**src/rtl/mdu.sv**
```systemverilog
// Iterative 32x32 multiply/divide unit: one radix-2 step per clock, 32 steps per op.
// Result words only update on the final step edge; cancel and reset abort cleanly.
module mdu (
  input  logic        clk,
  input  logic        rst_n,
  input  logic        start,
  input  logic [1:0]  op,
  input  logic [31:0] a,
  input  logic [31:0] b,
  input  logic        cancel,
  output logic        busy,
  output logic        done,
  output logic [31:0] hi,
  output logic [31:0] lo
);

  localparam logic [1:0] IDLE = 2'd0;
  localparam logic [1:0] RUN  = 2'd1;
  localparam logic [1:0] DONE = 2'd2;

  logic [1:0]  state;
  logic [4:0]  cnt;
  logic        is_div;
  logic        neg_q;
  logic        neg_r;
  logic        b_zero;
  logic [31:0] m;
  logic [31:0] p_hi;
  logic [31:0] p_lo;
  logic [31:0] a_r;

  logic        signed_op;
  logic [31:0] mag_a;
  logic [31:0] mag_b;
  logic [32:0] sum;
  logic [32:0] sh;
  logic [33:0] diff;
  logic [31:0] nx_hi;
  logic [31:0] nx_lo;
  logic [63:0] prod;
  logic [31:0] res_hi;
  logic [31:0] res_lo;

  assign signed_op = ~op[0];
  assign mag_a     = (signed_op && a[31]) ? -a : a;
  assign mag_b     = (signed_op && b[31]) ? -b : b;
  assign busy      = (state == RUN);
  assign done      = (state == DONE);

  // Multiply: {p_hi,p_lo} holds partial product / remaining multiplier bits.
  // Divide: p_hi is the partial remainder, p_lo shifts dividend out and quotient in.
  always_comb begin
    sum  = {1'b0, p_hi} + (p_lo[0] ? {1'b0, m} : '0);
    sh   = {p_hi, p_lo[31]};
    diff = {1'b0, sh} - {2'b0, m};
    if (is_div) begin
      if (!diff[33]) begin
        nx_hi = diff[31:0];
        nx_lo = {p_lo[30:0], 1'b1};
      end else begin
        nx_hi = sh[31:0];
        nx_lo = {p_lo[30:0], 1'b0};
      end
    end else begin
      nx_hi = sum[32:1];
      nx_lo = {sum[0], p_lo[31:1]};
    end
  end

  always_comb begin
    prod = neg_q ? -{nx_hi, nx_lo} : {nx_hi, nx_lo};
    if (!is_div) begin
      res_hi = prod[63:32];
      res_lo = prod[31:0];
    end else if (b_zero) begin
      res_hi = a_r;
      res_lo = '1;
    end else begin
      res_hi = neg_r ? -nx_hi : nx_hi;
      res_lo = neg_q ? -nx_lo : nx_lo;
    end
  end

  always_ff @(posedge clk or negedge rst_n) begin
    if (!rst_n) begin
      state  <= IDLE;
      cnt    <= '0;
      is_div <= 1'b0;
      neg_q  <= 1'b0;
      neg_r  <= 1'b0;
      b_zero <= 1'b0;
      m      <= '0;
      p_hi   <= '0;
      p_lo   <= '0;
      a_r    <= '0;
      hi     <= '0;
      lo     <= '0;
    end else begin
      case (state)
        IDLE, DONE: begin
          if (start && !cancel) begin
            state  <= RUN;
            cnt    <= '0;
            is_div <= op[1];
            neg_q  <= signed_op & (a[31] ^ b[31]);
            neg_r  <= signed_op & a[31];
            b_zero <= (b == 32'd0);
            m      <= op[1] ? mag_b : mag_a;
            p_hi   <= '0;
            p_lo   <= op[1] ? mag_a : mag_b;
            a_r    <= a;
          end else begin
            state <= IDLE;
          end
        end
        RUN: begin
          if (cancel) begin
            state <= IDLE;
          end else begin
            p_hi <= nx_hi;
            p_lo <= nx_lo;
            cnt  <= cnt + 5'd1;
            if (cnt == 5'd31) begin
              hi    <= res_hi;
              lo    <= res_lo;
              state <= DONE;
            end
          end
        end
        default: state <= IDLE;
      endcase
    end
  end

endmodule
```
**config.mk**
```make
export PLATFORM = sky130hd
export DESIGN_NAME = mdu
export DESIGN_NICKNAME = d
export VERILOG_FILES = /design/src/rtl/mdu.sv
export SDC_FILE = /design/constraint.sdc
export NUM_CORES = 1
export LEC_CHECK = 0
export CAP_MARGIN = 20
export CORE_ASPECT_RATIO = 1.5
export CORE_MARGIN = 2
export CORE_UTILIZATION = 45
export CTS_CLUSTER_DIAMETER = 50
export DETAILED_ROUTE_END_ITERATION = 10
export MAX_ROUTING_LAYER = met4
export PLACE_DENSITY = 0.67
export REMOVE_ABC_BUFFERS = 1
export SLEW_MARGIN = 20
export SYNTH_ARGS = -nofsm -noshare
export SYNTH_HDL_FRONTEND = slang
export SYNTH_SLANG_ARGS = --single-unit
```
**constraint.sdc**
```tcl
create_clock -name clk -period 6.95 [get_ports clk]
set_clock_uncertainty 0.05 [all_clocks]
set_input_delay 1.0425 -clock clk [delete_from_list [all_inputs] [get_ports clk]]
set_output_delay 1.0425 -clock clk [all_outputs]
set_load 0.01 [all_outputs]
```
; Word-level counts from Yosys, hierarchy flattened
; Index checks and enable logic that the tools add are counted.
[word_totals]
regBits = 203
latchBits = 0
ram_bits = 0
rom_bits = 0
inputBits = 70
output_inout_bits = 66
mem_count = 0
[op_classes]
n_addsub = 8
n_mul = 0
div = 0
magnitude_cmp = 0
eq_ne = 6
n_shift = 0
n_mux = 29
bitwise = 5
n_reduce_logical = 11
[ops]
columns = op, n
row1 = 32-bit 2-to-1 mux, 18
row2 = 32-bit negation, 4
row3 = 32-bit case mux with 2 select lines, 2
row4 = 64-bit 2-to-1 mux, 1
row5 = 64-bit negation, 1
row6 = 33-bit by 32-bit subtractor with 34-bit output, 1
row7 = 32-bit by 32-bit adder with 33-bit output, 1
row8 = 32-bit zero test, 1
row9 = 5-bit 2-to-1 mux, 2
row10 = 5-bit case mux with 2 select lines, 1
row11 = 3-bit AND reduction, 2
row12 = "5-bit by 1-bit adder with 5-bit output, second input constant", 1
row13 = "5-bit equality test, second input constant", 1
row14 = 2-bit 2-to-1 mux, 2
row15 = "2-bit != test, second input constant", 2
row16 = 2-bit case mux with 2 select lines, 1
row17 = 1-bit logical AND, 3
row18 = "3-bit by 2-bit != test with 1-bit output, second input constant", 1
row19 = 1-bit AND, 2
row20 = "2-bit by 1-bit equality test with 1-bit output, second input constant", 1
row21 = "2-bit equality test, second input constant", 1
row22 = 2-bit zero test, 1
row23 = 1-bit 2-to-1 mux, 2
row24 = 1-bit NOT, 2
row25 = 5 further kinds, 5

; Longest topological paths before layout
; Gate-level depths: netlist (run 1).
[logic_depth]
word_depth = 7
ltp_mapped = 23
depth_no_buf = 21

; Worst setup path before layout (run 1)
; OpenSTA, ideal clock, no wires.
[synth_path]
path_type = reg2reg
from = register is_div
to = register hi[18]
setup_ns = 0.130
arrival_ns = 5.632
required_time_ns = 6.770
slack_ns = 1.138
path_stages_with_launch = 21
n_path_buf = 9
period_less_slack_ns = 5.812
path_cell_list = dfrtp_1 > clkbuf_1 > buf_2 > buf_1 > buf_2 > buf_1 > buf_1 > clkbuf_1 > buf_1 > mux2i_1 > ha_1 > o211ai_1 > or3_1 > or2_2 > or3_1 > or2_2 > clkbuf_1 > o41ai_1 > xnor2_1 > a22oi_1 > o21ai_0
[synth_via]
elab_chain_cells = 5
[synth_lines]
columns = element, line
row1 = "start, declared", 23  ; logic is_div;
row2 = "start signal, assigned", 104  ; is_div <= op[1];
row3 = 32-bit 2-to-1 mux, 56  ; if (is_div) begin
row4 = 32-bit negation, 79  ; res_hi = neg_r ? -nx_hi : nx_hi;
row5 = 32-bit 2-to-1 mux, 79
row6 = 32-bit 2-to-1 mux, 75  ; end else if (b_zero) begin
row7 = 32-bit 2-to-1 mux (*), 72  ; if (!is_div) begin
row8 = "end signal, assigned", 124  ; hi <= res_hi;
row9 = "end, declared", 13  ; output logic [31:0] hi,
; Mark *: on every way between the ends. The rest lies on a longest branch, timed or not.
; A chain may end at the register's enable or synchronous reset.

; Worst setup path after layout (run 1)
[layout_path]
from = register p_hi[29]
to = register hi[18]
[layout_via]
elab_chain_cells = 7
[layout_lines]
columns = element, line
row1 = "start, declared", 28  ; logic [31:0] p_hi;
row2 = "start signal, assigned", 120  ; p_hi <= nx_hi;
row3 = 33-bit by 32-bit subtractor with 34-bit output (*), 55  ; diff = {1'b0, sh} - {2'b0, m};
row4 = 32-bit 2-to-1 mux, 57  ; if (!diff[33]) begin
row5 = 32-bit 2-to-1 mux, 56
row6 = 32-bit negation, 79
row7 = 32-bit 2-to-1 mux, 79
row8 = 32-bit 2-to-1 mux, 75
row9 = 32-bit 2-to-1 mux (*), 72
; Marked as above.

==> impl_metrics.ini, run 1 <==
[worst_setup_path]
rr_endpoint = hi[18]
cpPeakStageDelay_ns = 0.84
cp_slowest_cell = a211oi_1
worst_ep_arrival_time_ns = 6.56
crit_family = simple AND/OR/NAND/NOR gates
cp-start-kind = flip-flop
regToRegSetupSlack_ns = 0.76
worstPathMaxFanout = 13
crit_required_ns = 7.32
crit_chain = ha_1 -> a21o_1 -> a211oi_1 -> or3b_1 -> nor2_4 -> nor2_2 -> a21oi_1 -> ha_1 -> o211ai_1 -> or3_1 -> or2_2 -> or3_1 -> or2_2 -> o41ai_1 -> xnor2_1 -> a22oi_1 -> o21ai_0
reg2reg_from = p_hi[29]
crit_buf_inv = 0
rr_worst_depth = 17
critPathCaptureType = flip-flop
timing_worst_setup_path_type = reg -> reg

[logic_synthesis]
synth_area_leaders = dfrtp_1 (29%), nand2_1 (6.8%), a21oi_1 (5.9%), o21ai_0 (5.6%), ha_1 (5.0%)
synth_edf_count = 0
synth_area_mm2 = 0.01746
synth_seq_cells = 203
synth_area_leader_cell = dfrtp_1
synthFlopType = dfrtp_1
netlist_instances = 2276
async_flop_share = 1.000
ys_seq_area_frac = 0.2909
ys_warn_count = 0
syn_avg_cell_area_um2 = 7.673
synth_cell_types = 92
synth_top_area_share = 0.2909

[route]
vias = 17660
vias_per_cell = 6.163
route.detailed.drc = 0
post_drt_wl_per_cell_um = 23.21
wl_mm = 66.52
first_pass_iters = 7
drt_iter0_drc = 1558
final_antenna_net_count = 0

[placement]
dp.final_hpwl_mm = 50.50
port_buffers = 135
place.gp.congestion = 1.003
postPlaceCellArea_mm2 = 0.01927
dpl.cell_count = 2817

[clocking]
clockBufferDepth = 3
clk_latency_ns = 0.56
cts_hold_buf = 0
cts_made_buffers = 27
cts_setup_buffers = 0
numClockSinks = 203
root_buffer = clkbuf_16
ctsResizeCount = 0
tritoncts = built
clkTransAtPathRegs_ns = 0.06
htreeDepth = 1

[min_path]
min_path_cells = 2
min_to = a_r[4]
min_path_type = reg -> reg
min_from = a_r[4]

[global_route]
antenna_found_initial = 1
grt_overflow_total = 0
grt_pass1_wl_mm = 101.1
grt_max_degree = 101
grt_usage = 0.3385
grt_pass1_vias = 17280

[sta]
finalSetupViolCount = 0
hold_viol = 0
slew_headroom = 0.2818
rsz0062_at_grt = false
maxSlewViolCount = 0
tightest_slew_ns = 1.064
fmax_ghz = 0.1615
fin_hold_ws_ns = 0.4255
fin_crit_sh = 0.8912
fin_crit_ns = 6.194

[die]
coreArea_mm2 = 0.03843
start_util = 0.4544
die_height_um = 245.3
die_w_um = 164.8
core.rowCount = 88
die_area_mm2 = 0.04043
pin_count = 136

[layout]
final_nets = 2494
utilization = 0.5259
fin_area_mm2 = 0.02021
fill_cells = 3757
layout_commonest_cell = nand2_1
fin_cells = 2866
diodes = 0
area_delta_synth_final_pct = 15.73
drive_gt1_frac = 0.07339
final_cell_mix = nand2_1 (315), nor2_1 (219), a21oi_1 (205)

[pwr]
leakage_nw = 8.613
pwr_density_cell_mw_per_mm2 = 397.4
p_switching_w = 0.004013
swShare = 0.4997
seqPwrFrac = 0.208
p_comb_frac = 0.612
power.internal_w = 0.004017
vdd_drop_max_mv = 0.2072
clkPwrFrac = 0.180

[run]
max-cap-violations = 0

[outcome]
status = finished clean
==> power groups by stage <==
stage          Sequential, W  Clock, W  Combinational [W]
4_1_cts              0.00166   0.00146            0.00480
3_5_place_dp         0.00168         0            0.00475
6_report             0.00167   0.00144            0.00492
5_1_grt              0.00170   0.00151            0.00529
2_1_floorplan        0.00163         0            0.00323
3_3_place_gp         0.00166         0            0.00475
==> sequential cells by signal, indices dropped and copies added, names as in the netlist <==
signal  count
hi         32
cnt         5
lo         32
neg_q       1
a_r        32
b_zero      1
state       2
p_hi       32
m          32
neg_r       1
p_lo       32
is_div      1
==> how the worst max path moves through the flow <==
| stage | slack [ns] | cells past startpoint | start | to |
|---|---|---|---|---|
| after detailed placement | 0.80 | 19 | p_hi[29] | hi[8] |
| final | 0.76 | 17 | p_hi[29] | hi[18] |
| after CTS | 0.77 | 19 | p_hi[29] | hi[8] |
| after global routing | 0.46 | 20 | m[30] | hi[8] |
| after floorplan | -0.58 | 10 | is_div | hi[30] |
| after global placement | 0.85 | 19 | p_hi[29] | hi[8] |
==> logic make-up after synthesis <==
kind of cell               after synthesis  synth area share
AOI/OAI and AO/OA                      708            0.2599
buffers and inverters                  209           0.04671
muxes                                   51           0.03074
and+or+nand+nor                        851            0.2281
xor gates and xnor gates               182           0.09128
DFF                                    203            0.2909
adders and majority gates               72           0.05245
==> synthesized netlist by cell type, types with 20 or more instances <==
| cell type | number |
|---|---|
| nand2b_1 | 26 |
| nand4_1 | 22 |
| nor2_1 | 220 |
| clkbuf_1 | 109 |
| mux2i_1 | 30 |
| dfrtp_1 | 203 |
| inv_1 | 71 |
| nand3_1 | 54 |
| o21ai_0 | 195 |
| a21oi_1 | 205 |
| xnor2_1 | 100 |
| o22a_1 | 29 |
| nor3_1 | 44 |
| a31oi_1 | 28 |
| a21o_1 | 32 |
| o31ai_1 | 31 |
| ha_1 | 70 |
| a211oi_1 | 30 |
| o211ai_1 | 27 |
| mux2_2 | 21 |
| or3_1 | 20 |
| xor2_1 | 82 |
| and2_1 | 45 |
| nand2_1 | 318 |
==> per-stage QoR <==
| stage | setup WS, ns | total power [W] | setup TNS, ns |
|---|---|---|---|
| floorplan | -0.5830 | 0.004857 | -3.531 |
| global placement | 0.8450 | 0.006411 | 0 |
| detailed placement | 0.7961 | 0.006433 | 0 |
| CTS | 0.7733 | 0.007913 | 0 |
| global route | 0.4554 | 0.008502 | 0 |
| finish | 0.7561 | 0.008030 | 0 |
==> area by class of cell <==
type / instances / area (um2) / area share
clock buffers: 35 / 745.7 / 0.03690
clock inverters: 13 / 160.2 / 0.007925
inverters: 71 / 266.5 / 0.01319
multi-input cells: 1864 / 11590 / 0.5733
flip-flops and latches: 203 / 5084 / 0.2515
well taps: 495 / 619.3 / 0.03065
repair buffers: 185 / 1748 / 0.08649
==> metal layers <==
metal | track usage | vias up | routed length, um
met4 | 0.1706 | 0 | 3906
met5 | - | - | 0
met1 | 0.4063 | 8471 | 26030
met2 | 0.5674 | 727 | 32750
li1 | - | 8271 | -
met3 | 0.02771 | 195 | 3836
==> worst min-delay path, stage by stage (launching register included) <==
cell,delay (ns)
dfrtp_1,0.34
nand2_1,0.05
nand2_1,0.06
Note: power is estimated with default switching activity, not from simulation.
==> inputs of run 2 (changes only) <==
CTS_CLUSTER_SIZE = 10   (was default)
SKIP_LAST_GASP = 1   (was default)
==> run 2 against run 1 <==
Compared with the run above:
- register-to-register slack hardly changed
- largest power group unchanged
- wire length is 0.12% lower
- sequential share of layout area is 0.070 points higher
- critical path depth is 2 higher
- critical endpoint is now hi[8]
- via count hardly changed
- non-clock buffer count stayed put
- final area is 0.28% lower
- utilization is 0.15 points lower
- combinational power hardly changed
- die area stayed put
==> impl_metrics.ini, run 2 (same netlist as run 1, synthesis figures left out) <==
[min_path]
min_from = a_r[21]
min_path_type = reg -> reg

[worst_setup_path]
setup.worst_path.end = hi[8]
worst_ep_arrival_time_ns = 6.55
rr_endpoint = hi[8]
crit_required_ns = 7.32
timing.critical_path.from = p_hi[29]
cp-start-kind = flip-flop
reg2reg_from = p_hi[29]
rr_worst_depth = 19
critPathCaptureType = flip-flop
regToRegSetupSlack_ns = 0.77
worstPathMaxFanout = 13
timing_worst_setup_path_type = reg -> reg

[clocking]
clk_latency_ns = 0.56
htreeDepth = 1
clkTransAtPathRegs_ns = 0.06
tritoncts = built
clockBufferDepth = 3
cts_made_buffers = 27
ctsResizeCount = 0
cts_setup_buffers = 0
cts_hold_buf = 0
numClockSinks = 203
root_buffer = clkbuf_16

[route]
wl_mm = 66.44
first_pass_iters = 5
route.detailed.drc = 0
post_drt_wl_per_cell_um = 23.25
final_antenna_net_count = 0
drt_iter0_drc = 1650
vias_per_cell = 6.178
vias = 17660

[sta]
hold_viol = 0
fmax_ghz = 0.1618
tns_ns = 0
fin_crit_sh = 0.8892
finalSetupViolCount = 0
tightest_slew_ns = 1.142
rsz0062_at_grt = false
maxSlewViolCount = 0
fin_crit_ns = 6.180
slew_headroom = 0.2287

[pwr]
vdd_drop_max_mv = 0.1896
leakage_nw = 8.580
pwr_density_cell_mw_per_mm2 = 396.3

[layout]
drive_gt1_frac = 0.07025
area_delta_synth_final_pct = 15.40
final_cell_mix = nand2_1 (315), nor2_1 (219), a21oi_1 (205)
layout_commonest_cell = nand2_1
diodes = 0
fill_cells = 3757
final_nets = 2494
fin_cells = 2858

[placement]
port_buffers = 135
place.gp.congestion = 1.003
dp.final_hpwl_mm = 50.50
dpl.cell_count = 2817

[global_route]
grt_max_degree = 101
grt_usage = 0.3383
grt_pass1_vias = 17310
grt_overflow_total = 0
grt_pass1_wl_mm = 101.1
antenna_found_initial = 1

[die]
pin_count = 136
start_util = 0.4544
die_height_um = 245.3
coreArea_mm2 = 0.03843
core.rowCount = 88
die_w_um = 164.8
die_area_mm2 = 0.04043

[outcome]
status = finished clean

[run]
max-cap-violations = 0
## run 2: worst min-delay path by stage
stage	to	slack, ns	depth (start not counted)
final	a_r[21]	0.43	2
after global routing	a_r[26]	0.45	2
after CTS	a_r[26]	0.43	2
after detailed placement	a_r[26]	0.41	2
after global placement	a_r[23]	0.41	2
after floorplan	a_r[25]	0.39	2
## run 2: metal layers
layer / share of wire / track usage / up-vias
li1: - / - / 8266
met1: 0.40 / 0.4073 / 8466
met2: 0.49 / 0.5673 / 693
met3: 0.054 / 0.02484 / 231
met4: 0.060 / 0.1716 / 0
met5: 0 / - / -
## run 2: stage by stage
step	utilization	power, W	hold WS (ns)	instance area, um2	worst slack, ns
after floorplan	-	0.004857	0.3869	16910	-0.5830
after global placement	0.5016	0.006411	0.4067	19270	0.8450
after detailed placement	0.5016	0.006433	0.4123	19270	0.7961
after CTS	0.5237	0.007879	0.4262	20120	0.7751
after global routing	0.5245	0.008456	0.4456	20150	0.4559
final	0.5245	0.007986	0.4257	20150	0.7701
## run 2: critical path: stages (launching register included)
cell,delay (ns)
dfrtp_1,0.42
ha_1,0.38
a21o_1,0.22
a211oi_1,0.84
or3b_1,0.48
nor2_4,0.41
nor2_2,0.12
a21oi_1,0.23
ha_1,0.24
o211ai_1,0.14
or3_1,0.45
or2_2,0.35
inv_1,0.11
nand2_1,0.10
or4_1,0.58
o41ai_1,0.48
xor2_1,0.18
nor2_1,0.05
a21oi_1,0.14
o21ai_0,0.08
## run 2: where the power goes
group	internal, W	switching (W)	leakage, nW	total, W
clock network	0.000856	0.000547	0.409	0.00140
registers	0.00140	0.000268	2.61	0.00167
logic	0.00175	0.00317	5.56	0.00491
total	0.00401	0.00398	8.58	0.00799
## run 2: final cells by class
cell class                      instances  area, um2  area share
Clock buffer                           32      704.4     0.03495
Multi-Input combinational cell       1864      11590      0.5749
Timing Repair Buffer                  185       1748     0.08673
Tap cell                              495      619.3     0.03073
Clock inverter                          8      145.1    0.007202
Inverter                               71      266.5     0.01322
Sequential cell                       203       5084      0.2523
